<file path="config.mk">
export PLATFORM = sky130hd
export DESIGN_NAME = mem_stage_ctrl_flat
export DESIGN_NICKNAME = d
export VERILOG_FILES = /design/src/rtl/mem_stage_ctrl_if.sv /design/src/rtl/mem_stage_ctrl.sv /design/src/flat_wrapper.sv
export SDC_FILE = /design/constraint.sdc
export NUM_CORES = 1
export LEC_CHECK = 0
export ABC_AREA = 1
export BUFFER_PORTS_ARGS = -buffer_cell sky130_fd_sc_hd__buf_2
export CORE_MARGIN = 1
export CORE_UTILIZATION = 30
export CTS_CLUSTER_DIAMETER = 60
export DETAILED_ROUTE_END_ITERATION = 7
export GPL_ROUTABILITY_DRIVEN = 0
export PLACE_DENSITY = 0.47
export SYNTH_ARGS = -nofsm -noshare
export SYNTH_HDL_FRONTEND = slang
export SYNTH_SLANG_ARGS = --single-unit
</file>
<file path="constraint.sdc">
create_clock -name clk -period 7.3 [get_ports clk]
set_clock_uncertainty 0.1 [all_clocks]
set_input_delay 0.365 -clock clk [delete_from_list [all_inputs] [get_ports clk]]
set_output_delay 0.365 -clock clk [all_outputs]
set_load 0.01 [all_outputs]
</file>
<file path="src/rtl/mem_stage_ctrl_if.sv">
// rtl/mem_stage_ctrl_if.sv - execute/memory/writeback bus for mem_stage_ctrl
// Groups the execute-stage handshake (e_*), the byte-lane memory port (mem_*)
// and the writeback handshake (w_*). The slave modport is the stage controller;
// the master modport is everything around it (execute, memory, writeback).
interface mem_stage_ctrl_if #(
    parameter int SIZE_LOG2 = 13
);
    logic                 e_valid;
    logic                 e_ready;
    logic                 e_load;
    logic                 e_store;
    logic [1:0]           e_size;
    logic                 e_signed;
    logic [31:0]          e_addr;
    logic [31:0]          e_wdata;
    logic [4:0]           e_rd;

    logic                 mem_we;
    logic [1:0]           mem_size;
    logic                 mem_signed;
    logic [SIZE_LOG2-1:0] mem_a;
    logic [31:0]          mem_wd;
    logic [31:0]          mem_rd;

    logic                 w_valid;
    logic                 w_ready;
    logic [4:0]           w_rd;
    logic [31:0]          w_data;
    logic                 w_regwrite;
    logic                 w_fault;

    modport slave (
        input  e_valid, e_load, e_store, e_size, e_signed, e_addr, e_wdata, e_rd,
        output e_ready,
        output mem_we, mem_size, mem_signed, mem_a, mem_wd,
        input  mem_rd,
        output w_valid, w_rd, w_data, w_regwrite, w_fault,
        input  w_ready
    );

    modport master (
        output e_valid, e_load, e_store, e_size, e_signed, e_addr, e_wdata, e_rd,
        input  e_ready,
        input  mem_we, mem_size, mem_signed, mem_a, mem_wd,
        output mem_rd,
        input  w_valid, w_rd, w_data, w_regwrite, w_fault,
        output w_ready
    );
endinterface

</file>
<file path="src/rtl/mem_stage_ctrl.sv">
// rtl/mem_stage_ctrl.sv - M-stage control between execute, byte-lane memory and writeback
// Ports:
//   clk    rising-edge clock
//   rst    asynchronous active-low reset
//   flush  synchronous kill of all in-flight state (highest priority)
//   bus    mem_stage_ctrl_if.slave: e_* op handshake in, mem_* RAM port out
//          (read data mem_rd one cycle after address), w_* result handshake out
module mem_stage_ctrl #(
    parameter int SIZE_LOG2 = 13
) (
    input  logic              clk,
    input  logic              rst,
    input  logic              flush,
    mem_stage_ctrl_if.slave   bus
);
    localparam logic [32:0] MEM_BYTES = 33'd1 << SIZE_LOG2;

    typedef enum logic [1:0] {
        S_IDLE,
        S_ISSUE,
        S_LOAD,
        S_RESP
    } state_t;

    state_t r_state;
    state_t w_next;

    // M register: the accepted op. It doubles as the memory-port register, so
    // mem_a/size/signed/wd stay frozen from ISSUE through LOAD and hold their
    // last values until the next op is accepted.
    logic                 r_m_load;
    logic                 r_m_store;
    logic [1:0]           r_m_size;
    logic                 r_m_signed;
    logic [31:0]          r_m_addr;
    logic [31:0]          r_m_wdata;
    logic [4:0]           r_m_rd;

    // Writeback output register
    logic [31:0]          r_w_data;
    logic [4:0]           r_w_rd;
    logic                 r_w_regwrite;
    logic                 r_w_fault;

    logic                 w_e_ready;
    logic                 w_accept;
    logic                 w_mem_we;
    logic                 w_is_mem;
    logic                 w_fault;
    logic [32:0]          w_nbytes;
    logic [32:0]          w_last;

    // Last byte touched, computed 33 bits wide so an access running past the
    // top of a 32-bit address cannot wrap around and look in range.
    always_comb begin
        w_nbytes = 33'd4;
        case (r_m_size)
            2'b00:   w_nbytes = 33'd1;
            2'b01:   w_nbytes = 33'd2;
            default: w_nbytes = 33'd4;
        endcase
    end

    assign w_last   = {1'b0, r_m_addr} + w_nbytes - 33'd1;
    assign w_is_mem = r_m_load | r_m_store;
    assign w_fault  = w_is_mem & ((r_m_size == 2'b11) | (r_m_load & r_m_store) | (w_last >= MEM_BYTES));

    always_ff @(posedge clk or negedge rst) begin
        if (!rst) begin
            r_state <= S_IDLE;
        end else begin
            r_state <= w_next;
        end
    end

    always_comb begin
        w_next    = r_state;
        w_e_ready = 1'b0;
        w_accept  = 1'b0;
        w_mem_we  = 1'b0;
        if (flush) begin
            w_next = S_IDLE;
        end else begin
            case (r_state)
                S_IDLE: begin
                    w_e_ready = 1'b1;
                    if (bus.e_valid) begin
                        w_accept = 1'b1;
                        w_next   = S_ISSUE;
                    end
                end
                S_ISSUE: begin
                    w_mem_we = r_m_store & ~w_fault;
                    w_next   = (r_m_load & ~w_fault) ? S_LOAD : S_RESP;
                end
                S_LOAD: begin
                    w_next = S_RESP;
                end
                S_RESP: begin
                    if (bus.w_ready) begin
                        w_e_ready = 1'b1;
                        if (bus.e_valid) begin
                            w_accept = 1'b1;
                            w_next   = S_ISSUE;
                        end else begin
                            w_next = S_IDLE;
                        end
                    end
                end
                default: w_next = S_IDLE;
            endcase
        end
    end

    always_ff @(posedge clk or negedge rst) begin
        if (!rst) begin
            r_m_load     <= 1'b0;
            r_m_store    <= 1'b0;
            r_m_size     <= 2'b00;
            r_m_signed   <= 1'b0;
            r_m_addr     <= 32'd0;
            r_m_wdata    <= 32'd0;
            r_m_rd       <= 5'd0;
            r_w_data     <= 32'd0;
            r_w_rd       <= 5'd0;
            r_w_regwrite <= 1'b0;
            r_w_fault    <= 1'b0;
        end else begin
            if (w_accept) begin
                r_m_load   <= bus.e_load;
                r_m_store  <= bus.e_store;
                r_m_size   <= bus.e_size;
                r_m_signed <= bus.e_signed;
                r_m_addr   <= bus.e_addr;
                r_m_wdata  <= bus.e_wdata;
                r_m_rd     <= bus.e_rd;
            end
            // The result register only changes in ISSUE/LOAD, so it is frozen
            // for the whole of RESP regardless of how long w_ready stays low.
            if (r_state == S_ISSUE && !flush) begin
                r_w_rd <= r_m_rd;
                if (w_fault) begin
                    r_w_data     <= 32'd0;
                    r_w_fault    <= 1'b1;
                    r_w_regwrite <= 1'b0;
                end else if (r_m_store) begin
                    r_w_data     <= 32'd0;
                    r_w_fault    <= 1'b0;
                    r_w_regwrite <= 1'b0;
                end else if (r_m_load) begin
                    r_w_fault    <= 1'b0;
                    r_w_regwrite <= (r_m_rd != 5'd0);
                end else begin
                    r_w_data     <= r_m_addr;
                    r_w_fault    <= 1'b0;
                    r_w_regwrite <= (r_m_rd != 5'd0);
                end
            end
            if (r_state == S_LOAD && !flush) begin
                r_w_data <= bus.mem_rd;
            end
        end
    end

    // e_ready is gated by rst so it reads 0 throughout reset, not just IDLE.
    assign bus.e_ready    = w_e_ready & rst;
    assign bus.mem_we     = w_mem_we;
    assign bus.mem_size   = r_m_size;
    assign bus.mem_signed = r_m_signed;
    assign bus.mem_a      = r_m_addr[SIZE_LOG2-1:0];
    assign bus.mem_wd     = r_m_wdata;
    assign bus.w_valid    = (r_state == S_RESP);
    assign bus.w_data     = r_w_data;
    assign bus.w_rd       = r_w_rd;
    assign bus.w_regwrite = r_w_regwrite;
    assign bus.w_fault    = r_w_fault;
endmodule

</file>
<file path="src/flat_wrapper.sv">
// flat-port wrapper written by rule: the top's interface ports become plain ports
module mem_stage_ctrl_flat 
#(
    parameter int SIZE_LOG2 = 13
)
  (clk, rst, flush, bus_e_valid, bus_e_load, bus_e_store, bus_e_size, bus_e_signed, bus_e_addr, bus_e_wdata, bus_e_rd, bus_e_ready, bus_mem_we, bus_mem_size, bus_mem_signed, bus_mem_a, bus_mem_wd, bus_mem_rd, bus_w_valid, bus_w_rd, bus_w_data, bus_w_regwrite, bus_w_fault, bus_w_ready);
  mem_stage_ctrl_if #(.SIZE_LOG2(SIZE_LOG2)) bus_i ();
  input  logic clk;
  input  logic rst;
  input  logic flush;
  input wire logic [$bits(bus_i.e_valid)-1:0] bus_e_valid;
  input wire logic [$bits(bus_i.e_load)-1:0] bus_e_load;
  input wire logic [$bits(bus_i.e_store)-1:0] bus_e_store;
  input wire logic [$bits(bus_i.e_size)-1:0] bus_e_size;
  input wire logic [$bits(bus_i.e_signed)-1:0] bus_e_signed;
  input wire logic [$bits(bus_i.e_addr)-1:0] bus_e_addr;
  input wire logic [$bits(bus_i.e_wdata)-1:0] bus_e_wdata;
  input wire logic [$bits(bus_i.e_rd)-1:0] bus_e_rd;
  output wire logic [$bits(bus_i.e_ready)-1:0] bus_e_ready;
  output wire logic [$bits(bus_i.mem_we)-1:0] bus_mem_we;
  output wire logic [$bits(bus_i.mem_size)-1:0] bus_mem_size;
  output wire logic [$bits(bus_i.mem_signed)-1:0] bus_mem_signed;
  output wire logic [$bits(bus_i.mem_a)-1:0] bus_mem_a;
  output wire logic [$bits(bus_i.mem_wd)-1:0] bus_mem_wd;
  input wire logic [$bits(bus_i.mem_rd)-1:0] bus_mem_rd;
  output wire logic [$bits(bus_i.w_valid)-1:0] bus_w_valid;
  output wire logic [$bits(bus_i.w_rd)-1:0] bus_w_rd;
  output wire logic [$bits(bus_i.w_data)-1:0] bus_w_data;
  output wire logic [$bits(bus_i.w_regwrite)-1:0] bus_w_regwrite;
  output wire logic [$bits(bus_i.w_fault)-1:0] bus_w_fault;
  input wire logic [$bits(bus_i.w_ready)-1:0] bus_w_ready;
  assign bus_i.e_valid = bus_e_valid;
  assign bus_i.e_load = bus_e_load;
  assign bus_i.e_store = bus_e_store;
  assign bus_i.e_size = bus_e_size;
  assign bus_i.e_signed = bus_e_signed;
  assign bus_i.e_addr = bus_e_addr;
  assign bus_i.e_wdata = bus_e_wdata;
  assign bus_i.e_rd = bus_e_rd;
  assign bus_e_ready = bus_i.e_ready;
  assign bus_mem_we = bus_i.mem_we;
  assign bus_mem_size = bus_i.mem_size;
  assign bus_mem_signed = bus_i.mem_signed;
  assign bus_mem_a = bus_i.mem_a;
  assign bus_mem_wd = bus_i.mem_wd;
  assign bus_i.mem_rd = bus_mem_rd;
  assign bus_w_valid = bus_i.w_valid;
  assign bus_w_rd = bus_i.w_rd;
  assign bus_w_data = bus_i.w_data;
  assign bus_w_regwrite = bus_i.w_regwrite;
  assign bus_w_fault = bus_i.w_fault;
  assign bus_i.w_ready = bus_w_ready;
  mem_stage_ctrl #(.SIZE_LOG2(SIZE_LOG2)) u_core (.clk(clk), .rst(rst), .flush(flush), .bus(bus_i));
endmodule
</file>
Word level (Yosys, flattened, before mapping)

Index checks and enable logic that the tools add are counted.

ROM bits: 0
Memories kept: 0
Word-level logic and storage cells: 65
Output and inout bits: 90
Register bits: 115
Bits in latches: 0
Memory bits (writable): 0

Bitwise gates (word level): 9
Equal/unequal tests: 8
$add $sub $neg: 2
Shifts and indexed selects: 0
Order comparisons: 1
Div/mod/pow operators: 0
Reduce and logical (&&, ||, !) cells: 9
Multipliers: 0
Multiplexer cells: 24

Operators by type and width:

| operator              | count |
|---|---|
| $mux 32               | 5 |
| $add 32x3->33         | 1 |
| $ge 33x14->1 const B  | 1 |
| $sub 33x1->33 const B | 1 |
| $mux 1                | 12 |
| $pmux 2 s4            | 1 |
| $eq 2x2->1 const B    | 3 |
| $mux 2                | 3 |
| $pmux 3 s2            | 1 |
| $and 1x1->1           | 5 |
| $reduce_bool 5->1     | 1 |
| $eq 2x1->1 const B    | 2 |
| $logic_not 2->1       | 2 |
| $ne 4x4->1 const B    | 1 |
| $pmux 1 s2            | 2 |
| $reduce_and 2->1      | 2 |
| $ne 3x2->1 const B    | 1 |
| $ne 3x3->1 const B    | 1 |
| $or 1x1->1            | 3 |
| $logic_and 1x1->1     | 2 |
| $reduce_bool 2->1     | 1 |
| $logic_not 1->1       | 1 |
| $not 1->1             | 1 |

Longest topological paths before layout

Gate-level depths: netlist of run 1.

Depth in word-level cells: 12
Mapped depth: 24
Gate-level depth less buffers: 24

Worst setup path before layout of run 1

Ideal clock, no wire load.

Kind: register to output
From: reg u_core.r_m_size[1], in the netlist u_core.bus.mem_size[1]
To: out bus_mem_we
Cell stages (with the launch flop): 21
Setup slack: 4161 ps
Required time: 6835 ps
Data arrival time: 2674 ps
Path buffers: 0
Path through: dfrtp_1 -> inv_1 -> nand2_1 -> ha_1 -> inv_1 -> ha_1 -> inv_1 -> fa_1 -> inv_1 -> nand2_1 -> nand3_1 -> nand2_1 -> nand2_1 -> nand2_1 -> nand2_1 -> nand2_1 -> nor3b_1 -> nand3_1 -> nor3_1 -> nand2_1 -> nor2_1

Longest elaborated chain between the ends: 11

RTL lines:

| item                                          | line                  | text |
|---|---|---|
| start, declared                               | mem_stage_ctrl.sv:33  | `logic [1:0] r_m_size;` |
| start signal, assigned                        | mem_stage_ctrl.sv:132 | `r_m_size <= bus.e_size;` |
| $eq 2x1->1 or $logic_not 2->1 (tied branches) | mem_stage_ctrl.sv:57  | `case (r_m_size)` |
| $pmux 3 s2                                    | mem_stage_ctrl.sv:57  |  |
| $add 32x3->33                                 | mem_stage_ctrl.sv:64  | `assign w_last = {1'b0, r_m_addr} + w_nbytes - 33'd1;` |
| $sub 33x1->33                                 | mem_stage_ctrl.sv:64  |  |
| $ge 33x14->1                                  | mem_stage_ctrl.sv:66  | `assign w_fault = w_is_mem & ((r_m_size == 2'b11) \| (r_m_load & r_m_store) \| (w_last >= MEM_BYTES));` |
| $or 1x1->1 (*)                                | mem_stage_ctrl.sv:66  |  |
| $and 1x1->1 (*)                               | mem_stage_ctrl.sv:66  |  |
| $not 1->1 (*)                                 | mem_stage_ctrl.sv:93  | `w_mem_we = r_m_store & ~w_fault;` |
| $and 1x1->1 (*)                               | mem_stage_ctrl.sv:93  |  |
| $mux 1 (*)                                    | mem_stage_ctrl.sv:84  | `case (r_state)` |
| $mux 1 (*)                                    | mem_stage_ctrl.sv:81  | `if (flush) begin` |
| end, declared                                 | flat_wrapper.sv:20    | `output wire logic [$bits(bus_i.mem_we)-1:0] bus_mem_we;` |

Mark *: on every way between the ends. The rest lies on a longest branch, timed or not.

Final worst setup path of run 1

Ends and elaborated chain as after synthesis.

==> impl_metrics.env, run 1 <==
export IMPL_ys_ff_latch=115
export IMPL_ios=201
export IMPL_r2r_slack_ps=3700
export IMPL_r2r_cells=22
export IMPL_min_period_over_period_pct=53.72
export IMPL_syn_instance_count=1067
export IMPL_setup_viol=0
export IMPL_grt_first_pass_wirelength_microns=36980
export IMPL_antenna_left=0
export IMPL_hold_path_class="input pin to flip-flop"
export IMPL_cp_arrival_ps=3460
export IMPL_initial_core_util_pct=30.54
export IMPL_holdPathStages=3
export IMPL_overflow=0
export IMPL_die_w_microns=164.9
export IMPL_cp_start_kind="flip-flop"
export IMPL_place_ws_ps=3684
export IMPL_via_count=7248
export IMPL_reg2reg_to="u_core.bus.w_data[24]"
export IMPL_drive_above_1_share_pct=29.47
export IMPL_grt_antenna_before_repair=0
export IMPL_max_freq_mhz=255.0
export IMPL_maxCapViolCount=0
export IMPL_firstDrtPassIters=4
export IMPL_fin_ws_ps=3379
export IMPL_slew_violations=0
export IMPL_cts_tree="done"
export IMPL_synth_fp_nets=1217
export IMPL_rows=59
export IMPL_hpwl_microns=17800
export IMPL_numCtsBuffers=17
export IMPL_io_buffers=200
export IMPL_track_usage_pct=17.52
export IMPL_fp_dieArea_sq_um=27190
export IMPL_grt_max_degree=85
export IMPL_period_needed_ps=3921
export IMPL_area_growth_pct=23.03
export IMPL_outcome="complete, no violations"
export IMPL_chipHeight_microns=164.9
export IMPL_setup_worst_path_class="flip-flop to output port"
export IMPL_maxSlewHeadroom_pct=36.55
export IMPL_crit_path_end_kind="output port"
export IMPL_worst_slew_pin_slew_ps=951.7
export IMPL_cts_max_level=4
export IMPL_wl_per_cell_microns=14.26
export IMPL_p_leak_nw=5.555
export IMPL_post_drt_via_cell_ratio=4.519
export IMPL_first_iter_violations=292
export IMPL_n_antenna_cell=0
export IMPL_cts_root_buf="clkbuf_16"
export IMPL_synth_warnings=0
export IMPL_power_density_nw_per_um2=532.5
export IMPL_synth_seq_area_share_pct=36.16
export IMPL_nets=1406
export IMPL_clk_latency_ps=430
export IMPL_clk_pin_slew_ps=60
export IMPL_crit_path_max_fanout=5
export IMPL_hp_start="bus_mem_rd[2]"
export IMPL_synthesis_area_sq_um=7959
export IMPL_hold_violations=0
export IMPL_cts_sinks=115
export IMPL_cts_resized=0
export IMPL_core_area_sq_um=26060
export IMPL_clk_path_buf_depth=2
export IMPL_r2r_start="u_core.bus.mem_size[1]"
export IMPL_hold_end="u_core.bus.w_data[2]"
export IMPL_worst_ep_required_time_ps=6840
export IMPL_ir_worst_vdd_uv=195.7
export IMPL_syn_area_per_cell_sq_um=7.459
export IMPL_fin_tns_setup_ps=0
export IMPL_ys_types=41
export IMPL_drc=0
export IMPL_rsz0062_at_grt="false"
export IMPL_wl_microns=22880
export IMPL_grt_pass1_vias=7408
==> placed cells by master, fill, tap and decap left out, types with 2 or more instances in the layout <==
cell type / n
nand2_1: 330
buf_2: 199
inv_1: 163
dfrtp_1: 115
nor2_1: 93
nand3_2: 63
a21oi_1: 57
nand3_1: 42
ha_1: 38
mux2_2: 35
clkbuf_16: 17
nor2_2: 11
o21ai_0: 10
nand4_1: 9
nand2_2: 8
inv_2: 7
buf_4: 7
nor3_1: 6
nand3b_1: 6
xnor2_1: 5
inv_8: 4
inv_6: 4
o21bai_1: 3
xor2_1: 3
nor2_4: 3
a21oi_2: 3
clkinv_4: 3
clkinv_8: 3
o22ai_1: 2
a31oi_1: 2
and3_1: 2
==> per-stage QoR <==
stage	total power, mW	hold WS [ps]	util [%]	cells	instance area (sq um)
CTS	5.287	34.64	37.58	1604	9792
detailed placement	4.416	367.0	35.28	1571	9194
global route	5.782	45.40	37.58	1604	9792
floorplan	3.533	-30.59	-	1067	7959
global placement	4.405	366.9	35.28	1571	9194
finish	5.214	56.38	37.58	1604	9792
==> worst max-delay path: stages, from the launching register on <==
cell	delay, ps
dfrtp_1	370
inv_1	140
nand2_1	80
ha_1	270
inv_1	50
ha_1	160
inv_1	50
fa_1	410
inv_1	110
nand2_1	60
nand3_1	160
nand2_1	100
nand2_1	110
nand2_1	50
nand2_1	60
nand2_1	60
nor3b_1	180
nand3_1	110
nor3_1	200
nand2_1	80
nor2_1	80
buf_2	150
==> where the power goes <==
group          internal, mW  switching (mW)
Combinational          1.19            2.05
Clock                 0.457           0.371
Sequential            0.937           0.207
==> registers in the layout, indices dropped and copies added, names as in the netlist <==
name and flops:
u_core.bus.mem_signed 1, u_core.bus.mem_size 2, u_core.bus.mem_wd 32, u_core.bus.w_data 32
u_core.bus.w_fault 1, u_core.bus.w_rd 5, u_core.bus.w_regwrite 1, u_core.r_m_addr 32
u_core.r_m_load 1, u_core.r_m_rd 5, u_core.r_m_store 1, u_core.r_state 2
==> per-layer routing <==
metal | GRT usage [%] | wire (microns) | up-vias
met4 | 6.005 | 469 | 0
li1 | - | - | 3711
met2 | 30.29 | 10810 | 173
met3 | 4.520 | 1370 | 31
met1 | 20.92 | 10230 | 3333
met5 | 0 | 0 | -
==> Yosys cell counts, drive strengths merged <==
cell / n / area [sq um]
nand3b: 7 / 56.30
inv: 170 / 638.1
mux2: 35 / 394.1
nand4: 9 / 56.30
nand2: 339 / 1300
o21ai: 10 / 50.05
a21o: 1 / 7.510
or2: 1 / 6.260
buf: 24 / 199.0
o21a: 1 / 7.510
clkinv: 1 / 3.750
nor2: 107 / 449.2
a31oi: 2 / 12.51
nor3b: 1 / 7.510
o2111ai: 1 / 8.760
dfrtp: 115 / 2878
nor3: 7 / 40.04
o22ai: 2 / 12.51
ha: 38 / 475.5
nand3: 106 / 845.8
a21oi: 60 / 311.5
xor2: 3 / 26.28
a22o: 1 / 8.760
o31ai: 1 / 7.510
o21bai: 3 / 22.52
xnor2: 5 / 43.79
and2: 1 / 8.760
fa: 1 / 20.02
clkbuf: 13 / 48.80
and3: 2 / 12.51
==> kinds of logic (layout without fill, tap and decap cells) <==
logic type | Yosys count | after routing | synth area share (%)
AO/OA/AOI/OAI | 82 | 82 | 5.644
XOR/XNOR | 8 | 8 | 0.8804
adder cells (fa/ha/maj) | 39 | 39 | 6.225
buffers and inverters | 208 | 410 | 11.18
flip-flops | 115 | 115 | 36.16
multiplexers | 35 | 35 | 4.952
AND/OR/NAND/NOR | 580 | 580 | 34.96
==> area by class of cell <==
class                      count  area [sq um]
fill                        2845         16270
multi-input combinational    744          4207
tap                          335         419.2
inverter                     171         641.9
timing repair buffer         207          1059
clock buffer                  17         425.4
sequential                   115          2878
clock inverter                15         162.7
==> repair_timing <==
item                      in CTS  in global routing
hold endpoints to repair      28                  0
setup buffers                  0                  0
hold buffers                   1                  0
==> worst max path at each step <==
| stage | from | endpoint | slack, ps | depth (start not counted) |
|---|---|---|---|---|
| CTS | u_core.bus.mem_size[1] | bus_mem_we | 3320 | 21 |
| global placement | u_core.bus.mem_size[1] | u_core.bus.w_data[23] | 3770 | 22 |
| finish | u_core.bus.mem_size[1] | bus_mem_we | 3380 | 21 |
| floorplan | u_core.bus.mem_size[1] | bus_mem_we | 4160 | 20 |
| global route | u_core.bus.mem_size[1] | bus_mem_we | 3030 | 21 |
| detailed placement | u_core.bus.mem_size[1] | u_core.bus.w_data[24] | 3680 | 22 |
No activity file was read; power rests on OpenSTA's default activity.
==> inputs of run 2 (changes only) <==
- ABC_AREA: 1 -> 0
- PLACE_DENSITY: 0.47 -> 0.49
- clock period: 7.3 -> 3.5 ns (I/O delays scaled with it)
==> impl_metrics.env, run 2 <==
export IMPL_max_freq_mhz=233.0
export IMPL_drive_above_1_share_pct=41.75
export IMPL_rows=57
export IMPL_fp_dieArea_sq_um=25250
export IMPL_grt_max_degree=75
export IMPL_period_needed_ps=4292
export IMPL_final_common_cell="buf_2"
export IMPL_synthesis_area_sq_um=7386
export IMPL_grt_pass1_vias=7375
export IMPL_final_cell_mix="buf_2, dfrtp_1, dlygate4sd3_1"
export IMPL_setup_viol=36
export IMPL_track_usage_pct=19.29
export IMPL_synth_top_area_share_pct=38.96
export IMPL_p_leak_nw=5.156
export IMPL_via_count=7131
export IMPL_wl_microns=23920
export IMPL_ys_ff_latch=115
export IMPL_cp_slowest_stage_delay_ps=420
export IMPL_violations="setup timing"
export IMPL_cts_sinks=115
export IMPL_drc=0
export IMPL_place_ws_ps=-543.1
export IMPL_cp_cell_sequence="or2_4 -> ha_4 -> inv_2 -> ha_4 -> inv_2 -> fa_2 -> nor2b_4 -> buf_6 -> o2111ai_4 -> a21o_1 -> a2111oi_4 -> nor2_2 -> buf_4 -> nand3_2 -> o31a_1 -> nand4_1 -> nor4_4 -> buf_2"
export IMPL_io_buffers=200
export IMPL_nets=1258
export IMPL_crit_path_max_fanout=4
export IMPL_maxCapViolCount=0
export IMPL_syn_area_per_cell_sq_um=9.409
export IMPL_synthArstFlopShare_pct=100.0
export IMPL_outcome="complete, but fails checks"
export IMPL_overflow=0
export IMPL_clk_pin_slew_ps=60
export IMPL_cp_top_family="simple AND/OR/NAND/NOR gates"
export IMPL_setup_worst_path_class="flip-flop to output port"
export IMPL_synth_fp_nets=935
export IMPL_clk_latency_ps=420
export IMPL_synth_top_cells_by_count="dfrtp_1, a21oi_1, mux2_2"
export IMPL_ir_worst_vdd_uv=396.1
export IMPL_n_antenna_cell=0
export IMPL_cp_start_kind="flip-flop"
export IMPL_synth_top_area_cell="dfrtp_1"
export IMPL_syn_instance_count=785
export IMPL_worst_ep_required_time_ps=3220
export IMPL_critPathSlowestCell="dfrtp_1"
export IMPL_fin_tns_setup_ps=-19770
export IMPL_synth_edf_count=0
export IMPL_cts_tree="done"
export IMPL_ys_types=74
export IMPL_clk_path_buf_depth=2
export IMPL_numCtsBuffers=17
export IMPL_cts_max_level=4
export IMPL_firstDrtPassIters=5
export IMPL_hold_violations=0
export IMPL_synth_most_common_cell="dfrtp_1"
export IMPL_path_buf_inv=5
export IMPL_wl_per_cell_microns=16.56
export IMPL_synthTopCellsByArea="dfrtp_1, mux2_2, ha_1, a21oi_1, a22o_1"
export IMPL_die_w_microns=158.9
export IMPL_synth_warnings=0
export IMPL_power_density_nw_per_um2=1164
export IMPL_core_area_sq_um=24250
export IMPL_antenna_left=0
export IMPL_hpwl_microns=16640
export IMPL_chipHeight_microns=158.9
export IMPL_fin_ws_ps=-792.1
export IMPL_power_mw=12.68
export IMPL_crit_path_end_kind="output port"
export IMPL_slew_violations=0
export IMPL_synth_top_flop_cell="dfrtp_1"
export IMPL_first_iter_violations=395
export IMPL_post_drt_via_cell_ratio=4.935
export IMPL_worst_slew_pin_slew_ps=1036
export IMPL_area_growth_pct=47.47
export IMPL_initial_core_util_pct=30.46
export IMPL_rsz0062_at_grt="true"
export IMPL_ios=201
export IMPL_cp_arrival_ps=4020
export IMPL_grt_first_pass_wirelength_microns=38820
export IMPL_cts_root_buf="clkbuf_16"
export IMPL_hold_path_class="input pin to flip-flop"
export IMPL_synth_seq_area_share_pct=38.96
export IMPL_min_period_over_period_pct=122.6
export IMPL_grt_antenna_before_repair=0
export IMPL_dp_cells=1329
export IMPL_utilization_pct=44.92
export IMPL_fin_cells=1445
export IMPL_maxSlewHeadroom_pct=30.92
run 2: logic make-up after synthesis:
group | Yosys count | share of synthesized area, %
fa+ha+maj | 39 | 6.709
flops | 115 | 38.96
buf+inv | 104 | 6.352
simple gates | 194 | 12.82
mux | 79 | 11.98
compound gates | 244 | 21.99
xor+xnor | 10 | 1.186
run 2: worst min-delay path, stage by stage:
cell	delay [ps]
buf_2	70
a22o_1	140
a21oi_1	50
a21oi_2	90
run 2: what timing repair did:
action | 4_1_cts | 5_1_grt
setup endpoints to repair | 36 | 36
buffers inserted | 3 | 3
hold buffers | 76 | 0
cloned | 2 | 2
pin swaps | 14 | 18
endpoints found under the hold margin | 140 | 0
resized for setup | 19 | 17
run 2: metal layers:
layer	track usage, %	wire [microns]	up-vias
met5	0	0	-
met4	4.633	303	0
met3	4.232	1219	20
met2	32.38	11300	198
met1	25.20	11100	3418
li1	-	-	3495
run 2: area by class of cell:
class | instances | area (sq um)
clock buffers | 17 | 425.4
clock inverters | 15 | 156.4
fillers | 2422 | 13360
inverters | 51 | 191.4
multi-input cells | 566 | 4343
flip-flops and latches | 115 | 2878
well taps | 324 | 405.4
repair buffers | 357 | 2492
run 2: final timing paths:
check                                       start                     to  slack [ps]  cells past startpoint
min                                bus_mem_rd[27]  u_core.bus.w_data[27]          50                      4
max reg2reg                u_core.bus.mem_size[1]  u_core.bus.w_data[13]        -600                     18
max in group asynchronous                     rst    u_core.r_m_addr[23]        2350                      3
min in group asynchronous                     rst   u_core.bus.w_data[7]         230                      2
max                        u_core.bus.mem_size[1]             bus_mem_we        -790                     18
min reg2reg                    u_core.bus.w_rd[1]     u_core.bus.w_rd[1]         380                      2
run 2: report_power, final:
part,switching (mW),internal [mW]
registers,0.461,1.94
logic,4.66,3.86
clock network,0.749,1.01
run 2: stage by stage:
step                      cell area [sq um]  hold slack [ps]
after floorplan                        7531           -220.6
after global placement                 9271            139.8
after detailed placement               9271            134.9
after CTS                             10780            27.18
after global routing                  10890            64.00
final                                 10890            45.34
